--- config.mk ---
export PLATFORM = sky130hd
export DESIGN_NAME = fft_ram_reader
export DESIGN_NICKNAME = d
export VERILOG_FILES = /design/src/rtl/fft_rd_pkg.sv /design/src/rtl/fft_word_serializer.sv /design/src/rtl/fft_ram_reader.sv
export SDC_FILE = /design/constraint.sdc
export NUM_CORES = 1
export LEC_CHECK = 0
export ABC_CLOCK_PERIOD_IN_PS = 2200
export BUFFER_PORTS_ARGS = -buffer_cell sky130_fd_sc_hd__clkbuf_2
export CAP_MARGIN = 10
export CORE_MARGIN = 8
export CORE_UTILIZATION = 50
export CTS_BUF_LIST = sky130_fd_sc_hd__clkbuf_4 sky130_fd_sc_hd__clkbuf_8
export DETAILED_ROUTE_END_ITERATION = 10
export GPL_TIMING_DRIVEN = 0
export PLACE_DENSITY = 0.7
export SYNTH_ARGS = -nofsm -noshare
export SYNTH_HDL_FRONTEND = slang
export SYNTH_SLANG_ARGS = --single-unit
--- constraint.sdc ---
create_clock -name clk_R -period 2.2 [get_ports clk_R]
set_input_delay 0.33 -clock clk_R [delete_from_list [all_inputs] [get_ports clk_R]]
set_output_delay 0.33 -clock clk_R [all_outputs]
set_load 0.03 [all_outputs]
--- src/rtl/fft_rd_pkg.sv ---
// Shared constants, state encoding and sample helpers for the FFT result RAM reader.
package fft_rd_pkg;

  localparam int unsigned ND_FFT        = 23;
  localparam int unsigned NA_FFT        = 8;
  localparam int unsigned N_DEPTH_FFT   = 1 << NA_FFT;
  localparam int unsigned BYTES_PER_BIN = 6;
  localparam int unsigned SAMPLE_W      = ND_FFT + 1;
  localparam int unsigned WORD_W        = 8 * BYTES_PER_BIN;
  localparam int unsigned CNT_W         = $clog2(BYTES_PER_BIN);

  typedef enum logic [2:0] {
    IDLE,
    RD_RE,
    RD_IM,
    CAP_IM,
    SEND,
    DONE
  } rd_state_e;

  // One extra copy of the sign bit turns a RAM word into a 3-byte sample.
  function automatic logic [SAMPLE_W-1:0] sext_sample(input logic [ND_FFT-1:0] v);
    return {v[ND_FFT-1], v};
  endfunction

endpackage

--- src/rtl/fft_word_serializer.sv ---
// Sends a loaded 48-bit word as 6 bytes, MSB first, over a valid/ready byte link.
module fft_word_serializer
  import fft_rd_pkg::*;
(
  input  logic              clk_R,
  input  logic              rst,
  input  logic              load,
  input  logic [WORD_W-1:0] word,
  input  logic              tx_ready,
  output logic [7:0]        tx_data,
  output logic              tx_valid,
  output logic              last_c
);

  logic [WORD_W-1:0] sh;
  logic [CNT_W-1:0]  cnt;

  // Current byte is always the top of the shift register, so it is stable while stalled.
  assign tx_data = sh[WORD_W-1 -: 8];
  assign last_c  = tx_valid && tx_ready && (cnt == CNT_W'(BYTES_PER_BIN - 1));

  always_ff @(posedge clk_R) begin
    if (rst) begin
      sh       <= '0;
      cnt      <= '0;
      tx_valid <= 1'b0;
    end else if (load) begin
      sh       <= word;
      cnt      <= '0;
      tx_valid <= 1'b1;
    end else if (tx_valid && tx_ready) begin
      if (last_c) begin
        tx_valid <= 1'b0;
      end else begin
        sh  <= sh << 8;
        cnt <= cnt + CNT_W'(1);
      end
    end
  end

endmodule

--- src/rtl/fft_ram_reader.sv ---
// Walks FFT bins, reads Re/Im over the shared RAM read port and streams 6 bytes per bin.
module fft_ram_reader
  import fft_rd_pkg::*;
#(
  parameter int unsigned N_POINTS = N_DEPTH_FFT
) (
  input  logic              clk_R,
  input  logic              rst,
  input  logic              start,
  output logic              busy,
  output logic              done,
  output logic              ReadEn_Re,
  output logic              ReadEn_Im,
  output logic [NA_FFT-1:0] Addr_R,
  input  logic [ND_FFT-1:0] ram_data,
  output logic [7:0]        tx_data,
  output logic              tx_valid,
  input  logic              tx_ready
);

  localparam logic [NA_FFT-1:0] K_LAST = NA_FFT'(N_POINTS - 1);

  rd_state_e         state;
  logic [NA_FFT-1:0] k;
  logic [ND_FFT-1:0] re_q;
  logic              load;
  logic              last_c;
  logic [WORD_W-1:0] word;

  assign Addr_R = k;
  assign load   = (state == CAP_IM);
  // Im[k] is on ram_data during CAP_IM, so it goes straight into the word.
  assign word   = {sext_sample(re_q), sext_sample(ram_data)};

  // Enables are set on entry to the state that owns them, so they line up with that state.
  always_ff @(posedge clk_R) begin
    if (rst) begin
      state     <= IDLE;
      k         <= '0;
      re_q      <= '0;
      busy      <= 1'b0;
      done      <= 1'b0;
      ReadEn_Re <= 1'b0;
      ReadEn_Im <= 1'b0;
    end else begin
      done      <= 1'b0;
      ReadEn_Re <= 1'b0;
      ReadEn_Im <= 1'b0;
      case (state)
        IDLE: begin
          if (start) begin
            state     <= RD_RE;
            k         <= '0;
            busy      <= 1'b1;
            ReadEn_Re <= 1'b1;
          end
        end
        RD_RE: begin
          state     <= RD_IM;
          ReadEn_Im <= 1'b1;
        end
        RD_IM: begin
          re_q  <= ram_data;
          state <= CAP_IM;
        end
        CAP_IM: state <= SEND;
        SEND: begin
          if (last_c) begin
            if (k == K_LAST) begin
              state <= DONE;
              done  <= 1'b1;
            end else begin
              k         <= k + NA_FFT'(1);
              state     <= RD_RE;
              ReadEn_Re <= 1'b1;
            end
          end
        end
        DONE: begin
          state <= IDLE;
          k     <= '0;
          busy  <= 1'b0;
        end
        default: begin
          state <= IDLE;
          k     <= '0;
          busy  <= 1'b0;
        end
      endcase
    end
  end

  fft_word_serializer u_ser (
    .clk_R    (clk_R),
    .rst      (rst),
    .load     (load),
    .word     (word),
    .tx_ready (tx_ready),
    .tx_data  (tx_data),
    .tx_valid (tx_valid),
    .last_c   (last_c)
  );

endmodule

## Yosys cells after proc, flatten, opt, wreduce, memory -nomap -nowiden

Cells that the tools add are included.

| word-level totals | value |
|---|---|
| logic and storage cells | 63 |
| bits in registers | 90 |
| output and inout port bits | 21 |
| bits of input ports | 27 |

| cells by class | value |
|---|---|
| multiplexer cells | 22 |
| reduce and logical (&&, ||, !) cells | 15 |
| bitwise gates (word level) | 4 |
| $add $sub $neg | 2 |
| equal/unequal tests | 10 |

Operator list:

| cell | count |
|---|---|
| 48-bit 2-to-1 mux | 3 |
| 8-bit 2-to-1 mux | 3 |
| 8-bit one-hot mux with 3 select lines | 1 |
| 3-bit one-hot mux with 5 select lines | 1 |
| 2-bit AND reduction | 5 |
| 1-bit 2-to-1 mux | 9 |
| 3-bit 2-to-1 mux | 3 |
| 8-bit by 1-bit adder with 8-bit output (second input constant) | 1 |
| 8-bit equality test (second input constant) | 1 |
| 2-bit inequality test (second input constant) | 4 |
| 3-bit by 2-bit equality test with 1-bit output (second input constant) | 2 |
| 3-bit equality test (second input constant) | 2 |
| 3-bit OR reduction | 2 |
| 1-bit inverter | 4 |
| 1-bit one-hot mux with 2 select lines | 2 |
| 4-bit AND reduction | 1 |
| 2-bit nonzero test | 2 |
| 4-bit OR reduction | 1 |
| 3-bit by 1-bit adder with 3-bit output (second input constant) | 1 |
| 3-bit by 1-bit equality test with 1-bit output (second input constant) | 1 |
| 3-bit logical NOT | 1 |
| 1-bit logical AND | 2 |
| 2-bit OR reduction | 1 |

## Depth between registers and ports, before layout

| depth | value |
|---|---|
| depth in word-level cells | 5 |
| gate-level depth with buffers | 8 |
| depth with buffers taken out | 6 |

## Cells and area by module

A second synthesis with hierarchy kept.

| unflattened totals | value |
|---|---|
| cells, all modules | 478 |
| area total of the unflattened synthesis | 4108.9 um^2 |

Modules (own cells, without submodules):

| module | seq. area each (um^2) | area each (um^2) | times used | cells each |
|---|---|---|---|---|
| fft_word_serializer | 1041.0 | 2526.2 | 1 | 291 |
| fft_ram_reader | 760.7 | 1582.8 | 1 | 187 |

## Least setup slack after synthesis

No wires, ideal clock.

| path | value |
|---|---|
| path kind | reg-to-reg |
| start | register k[0] (netlist: Addr_R[0]) |
| end | register k[1] (netlist: Addr_R[1]) |
| stages on the path, launching flop included | 6 |
| arrival | 1.563 ns |
| library setup time | 0.127 ns |
| path buffers | 0 |
| slack | 0.510 ns |
| period minus slack after synthesis | 1.690 ns |
| data required time | 2.073 ns |
| cells stage by stage | dfxtp_1 > ha_1 > and3_1 > a21oi_1 > nor3_1 > or3_1 |

| on the way | value |
|---|---|
| word-level cells in the longest chain between the ends | 4 |
| elaborated cells on any way between the ends | 7 |
| those cells by class | 1 x add/sub; 2 x eq/ne; 3 x mux; 1 x reduce/logical |

Ends and longest elaborated chain:

| element | line | text |
|---|---|---|
| start: declaration | fft_ram_reader.sv:24 | `logic [NA_FFT-1:0] k;` |
| start signal: assignment | fft_ram_reader.sv:73 | `k <= k + NA_FFT'(1);` |
| 8-bit by 1-bit adder with 8-bit output | fft_ram_reader.sv:73 |  |
| 8-bit 2-to-1 mux | fft_ram_reader.sv:69 | `if (k == K_LAST) begin` |
| 8-bit 2-to-1 mux | fft_ram_reader.sv:68 | `if (last_c) begin` |
| 8-bit one-hot mux with 3 select lines | fft_ram_reader.sv:49 | `case (state)` |

Several ways; a longest one is shown, not always the timed one. The select of a mux whose other input is x is not followed.
A chain may end at the register's enable or synchronous reset.

## Worst setup path after layout

| path | value |
|---|---|
| start | register u_ser.cnt[0] |
| end | register u_ser.sh[8] |

| on the way | value |
|---|---|
| word-level cells in the longest chain between the ends | 4 |

Ends and longest elaborated chain:

| element | line | text |
|---|---|---|
| start: declaration | fft_word_serializer.sv:16 | `logic [CNT_W-1:0] cnt;` |
| start signal: assignment | fft_word_serializer.sv:36 | `cnt <= cnt + CNT_W'(1);` |
| 3-bit equality test | fft_word_serializer.sv:20 | `assign last_c = tx_valid && tx_ready && (cnt == CNT_W'(BYTES_PER_BIN - 1));` |
| 1-bit logical AND | fft_word_serializer.sv:20 |  |
| 2-bit inequality test (no source line) | n/a |  |
| 2-bit AND reduction (no source line) | n/a |  |
| end signal: assignment | fft_word_serializer.sv:28 | `sh <= word;` |
| end signal: assignment | fft_word_serializer.sv:35 | `sh <= sh << 8;` |
| end: declaration | fft_word_serializer.sv:15 | `logic [WORD_W-1:0] sh;` |

No other way between the ends.

==> impl_metrics.py <==
metrics = {
    "layout": {
        "synthToLayoutAreaGrowth_pct": 14.73,
        "nFillCells": 728,
        "final_layout_size_suffix_gt1_frac": 0.1853,
        "num_antenna_cells": 0,
        "multiInputGateArea_um2": 1772,
        "stdcell_count": 631,
        "ff_latch_area_um2": 1802,
        "final_util": 0.5820,
        "layout.nets": 554,
    },
    "floorplanning": {
        "core_area_um2": 7567,
        "io_pins": 48,
        "num_rows": 32,
        "start_util": 0.5073,
        "dieArea_um2": 10740,
        "die_w_um": 103.6,
        "die_h_um": 103.6,
    },
    "timing": {
        "min_period_over_period": 0.8634,
        "timing.fmax_mhz": 526.4,
        "fin_crit_ns": 1.900,
        "rsz0062_at_grt": "false",
        "slew_violations": 0,
        "fin_tns_setup_ns": 0,
        "setup_viol": 0,
        "maxSlewHeadroom": 0.6122,
        "worstMarginPinSlew_ns": 0.5817,
        "fin_worst_skew_ns": 0.01640,
        "finalHoldViolations": 0,
    },
    "drt": {
        "via_per_inst": 5.504,
        "initialDrtViolationCount": 277,
        "wl_mm": 10.18,
        "post-route-drc-count": 0,
        "postRouteAntennaNets": 0,
        "wl_per_cell_um": 16.14,
        "vias": 3473,
        "first_pass_iters": 5,
    },
    "logic_synthesis": {
        "ys_types": 50,
        "synthTopCellsByArea": "dfxtp_1 47%, nand2_1 13%, a311oi_1 8.2%",
        "synthCells": 466,
        "syn-cell-area_um2": 3839,
        "yosysMostFrequentCell": "nand2_1",
        "synth-seq-area-share": 0.4694,
        "synth_top_flop_cell": "dfxtp_1",
        "synth_top_cell_by_area": "dfxtp_1",
        "synth_area_per_cell_um2": 8.238,
        "synth-seq-cells": 90,
        "synth_nets": 496,
        "synth_commonest_cells": "136 x nand2_1, 90 x dfxtp_1, 47 x nor2_1",
        "yosys_warnings": 0,
        "async_flop_share": 0,
        "synth.top_cell.area_share": 0.4694,
        "synth_edf_count": 0,
    },
    "critical_path": {
        "critPathKind": "flip-flop to flip-flop",
        "crit_arrival_ns": 2.17,
        "endpoint_kind": "flip-flop",
        "cpMaxStageDelayCell": "clkbuf_1",
        "cp_common_cell": "nand2_1",
        "path_cells": "ha_1 -> nand2_1 -> nand2_1 -> clkbuf_1 -> nand2_1 -> a311oi_1",
        "crit_family": "buffers and inverters",
        "slowest_delay_ns": 0.47,
        "cp_max_fo": 10,
        "required_ns": 2.47,
        "cp-start-kind": "flip-flop",
        "critical_path_buf_inv_count": 1,
    },
    "clock_tree": {
        "cts_tree": "built",
        "cts_buffers": 9,
        "cts_resized": 0,
        "cts-root-buf": "clkbuf_8",
        "postCtsSetupRepairBufs": 0,
        "clock_latency_ns": 0.36,
        "htreeDepth": 3,
        "cts_hold_buf": 0,
        "path_clk_slew_ns": 0.10,
        "cts.sinks": 90,
        "cts.path.max_buffers": 2,
    },
    "placement": {
        "dp.cells": 615,
        "place.gp.congestion": 0.9010,
        "hpwlAfterDp_mm": 7.496,
        "io_buffers": 47,
    },
    "grt": {
        "grt_max_degree": 17,
        "grt_pass1_wl_mm": 16.81,
        "grt_pass1_vias": 3445,
        "gr-total-overflow": 0,
        "global_route.usage.total": 0.1886,
        "antenna_found_initial": 0,
    },
    "pwr": {
        "irDropWorstVdd_mv": 0.3788,
        "leakage_uw": 0.001650,
        "p_per_area_nw_per_um2": 766.6,
    },
    "hold_path": {
        "worstHoldPathType": "input pin to flip-flop",
    },
    "job": {
        "cap_violations": 0,
    },
    "outcome": {
        "outcome": "finished clean",
    },
}
[logic make-up (layout without fill, tap and decap cells)]
logic type               Yosys count  after routing  synth area share
adder cells (fa/ha/maj)            3              3          0.009779
AND/OR/NAND/NOR                  221            221            0.2516
flip-flops                        90             90            0.4694
XOR/XNOR                           3              3          0.006846
AO/OA/AOI/OAI                    100            100            0.1877
multiplexers                       2              2          0.005541
buffers and inverters             47            110           0.06910
[through the flow]
| step | instance area, µm² | power [µW] | hold WS, ns | setup slack, ns |
|---|---|---|---|---|
| after floorplan | 3839 | 2097 | 0.4365 | 0.5101 |
| after global placement | 4202 | 2227 | 0.4447 | 0.4299 |
| after detailed placement | 4202 | 2235 | 0.4473 | 0.2986 |
| after CTS | 4404 | 3387 | 0.1881 | 0.3216 |
| after global routing | 4404 | 3508 | 0.1850 | 0.1908 |
| final | 4404 | 3376 | 0.1909 | 0.3004 |
[routing by layer]
metal  routed length (µm)  track usage  vias up
met5                    0            0        -
met4                  189      0.07135        0
met3                  615      0.04213       15
met2                 4671       0.2997      111
met1                 4707       0.2428     1613
li1                     -            -     1734
[worst paths after layout]
kind / from / end / slack, ns / cells past startpoint
max: u_ser.cnt[0] / u_ser.sh[8] / 0.30 / 6
min: ram_data[21] / re_q[21] / 0.19 / 3
max reg2reg: u_ser.cnt[0] / u_ser.sh[8] / 0.30 / 6
min reg2reg: re_q[2] / re_q[2] / 0.46 / 2
[cell usage in the layout, fill, tap and decap left out, types with 2 or more instances in the layout]
| cell | n |
|---|---|
| a311oi_1 | 36 |
| inv_6 | 3 |
| a21oi_2 | 2 |
| xnor2_1 | 2 |
| nand2_1 | 136 |
| dfxtp_1 | 90 |
| nor2_1 | 47 |
| and2_1 | 2 |
| clkbuf_2 | 47 |
| and4_1 | 2 |
| nor4b_1 | 2 |
| clkbuf_1 | 20 |
| clkinvlp_4 | 2 |
| o21ai_0 | 3 |
| clkbuf_8 | 9 |
| a31oi_1 | 5 |
| nor3b_2 | 2 |
| nand3_1 | 7 |
| a21oi_1 | 29 |
| or4_1 | 2 |
| o21bai_1 | 3 |
| ha_1 | 3 |
| a22oi_1 | 8 |
| or3b_1 | 2 |
| inv_1 | 3 |
| buf_4 | 16 |
| buf_6 | 3 |
| nor2_2 | 2 |
| nor3_1 | 8 |
| o22a_1 | 2 |
| buf_2 | 5 |
| a21o_1 | 2 |
[flip-flops by register name, indices dropped and copies added (netlist names)]
register and cells:
u_ser.tx_valid 1, state 3, u_ser.sh 48, ReadEn_Im 1, done 1, u_ser.cnt 3
ReadEn_Re 1, Addr_R 8, busy 1, re_q 23
[where the power goes]
part	switching (µW)	internal, µW
sequential	59.6	1720
clock	623	550
combinational	268	156
total	950	2430
[worst reg2reg max path: stages, from the launching register on]
cell,delay (ns)
dfxtp_1,0.38
ha_1,0.22
nand2_1,0.12
nand2_1,0.19
clkbuf_1,0.47
nand2_1,0.12
a311oi_1,0.30
[cell type report]
| class | instances | share of cell area |
|---|---|---|
| multi-input cells | 329 | 0.4023 |
| clock inverters | 6 | 0.01619 |
| clock buffers | 10 | 0.02983 |
| flip-flops and latches | 90 | 0.4091 |
| repair buffers | 47 | 0.05341 |
| well taps | 102 | 0.02898 |
| plain buffers | 44 | 0.05767 |
| inverters | 3 | 0.002557 |
Power figures use the tool's default switching activity.
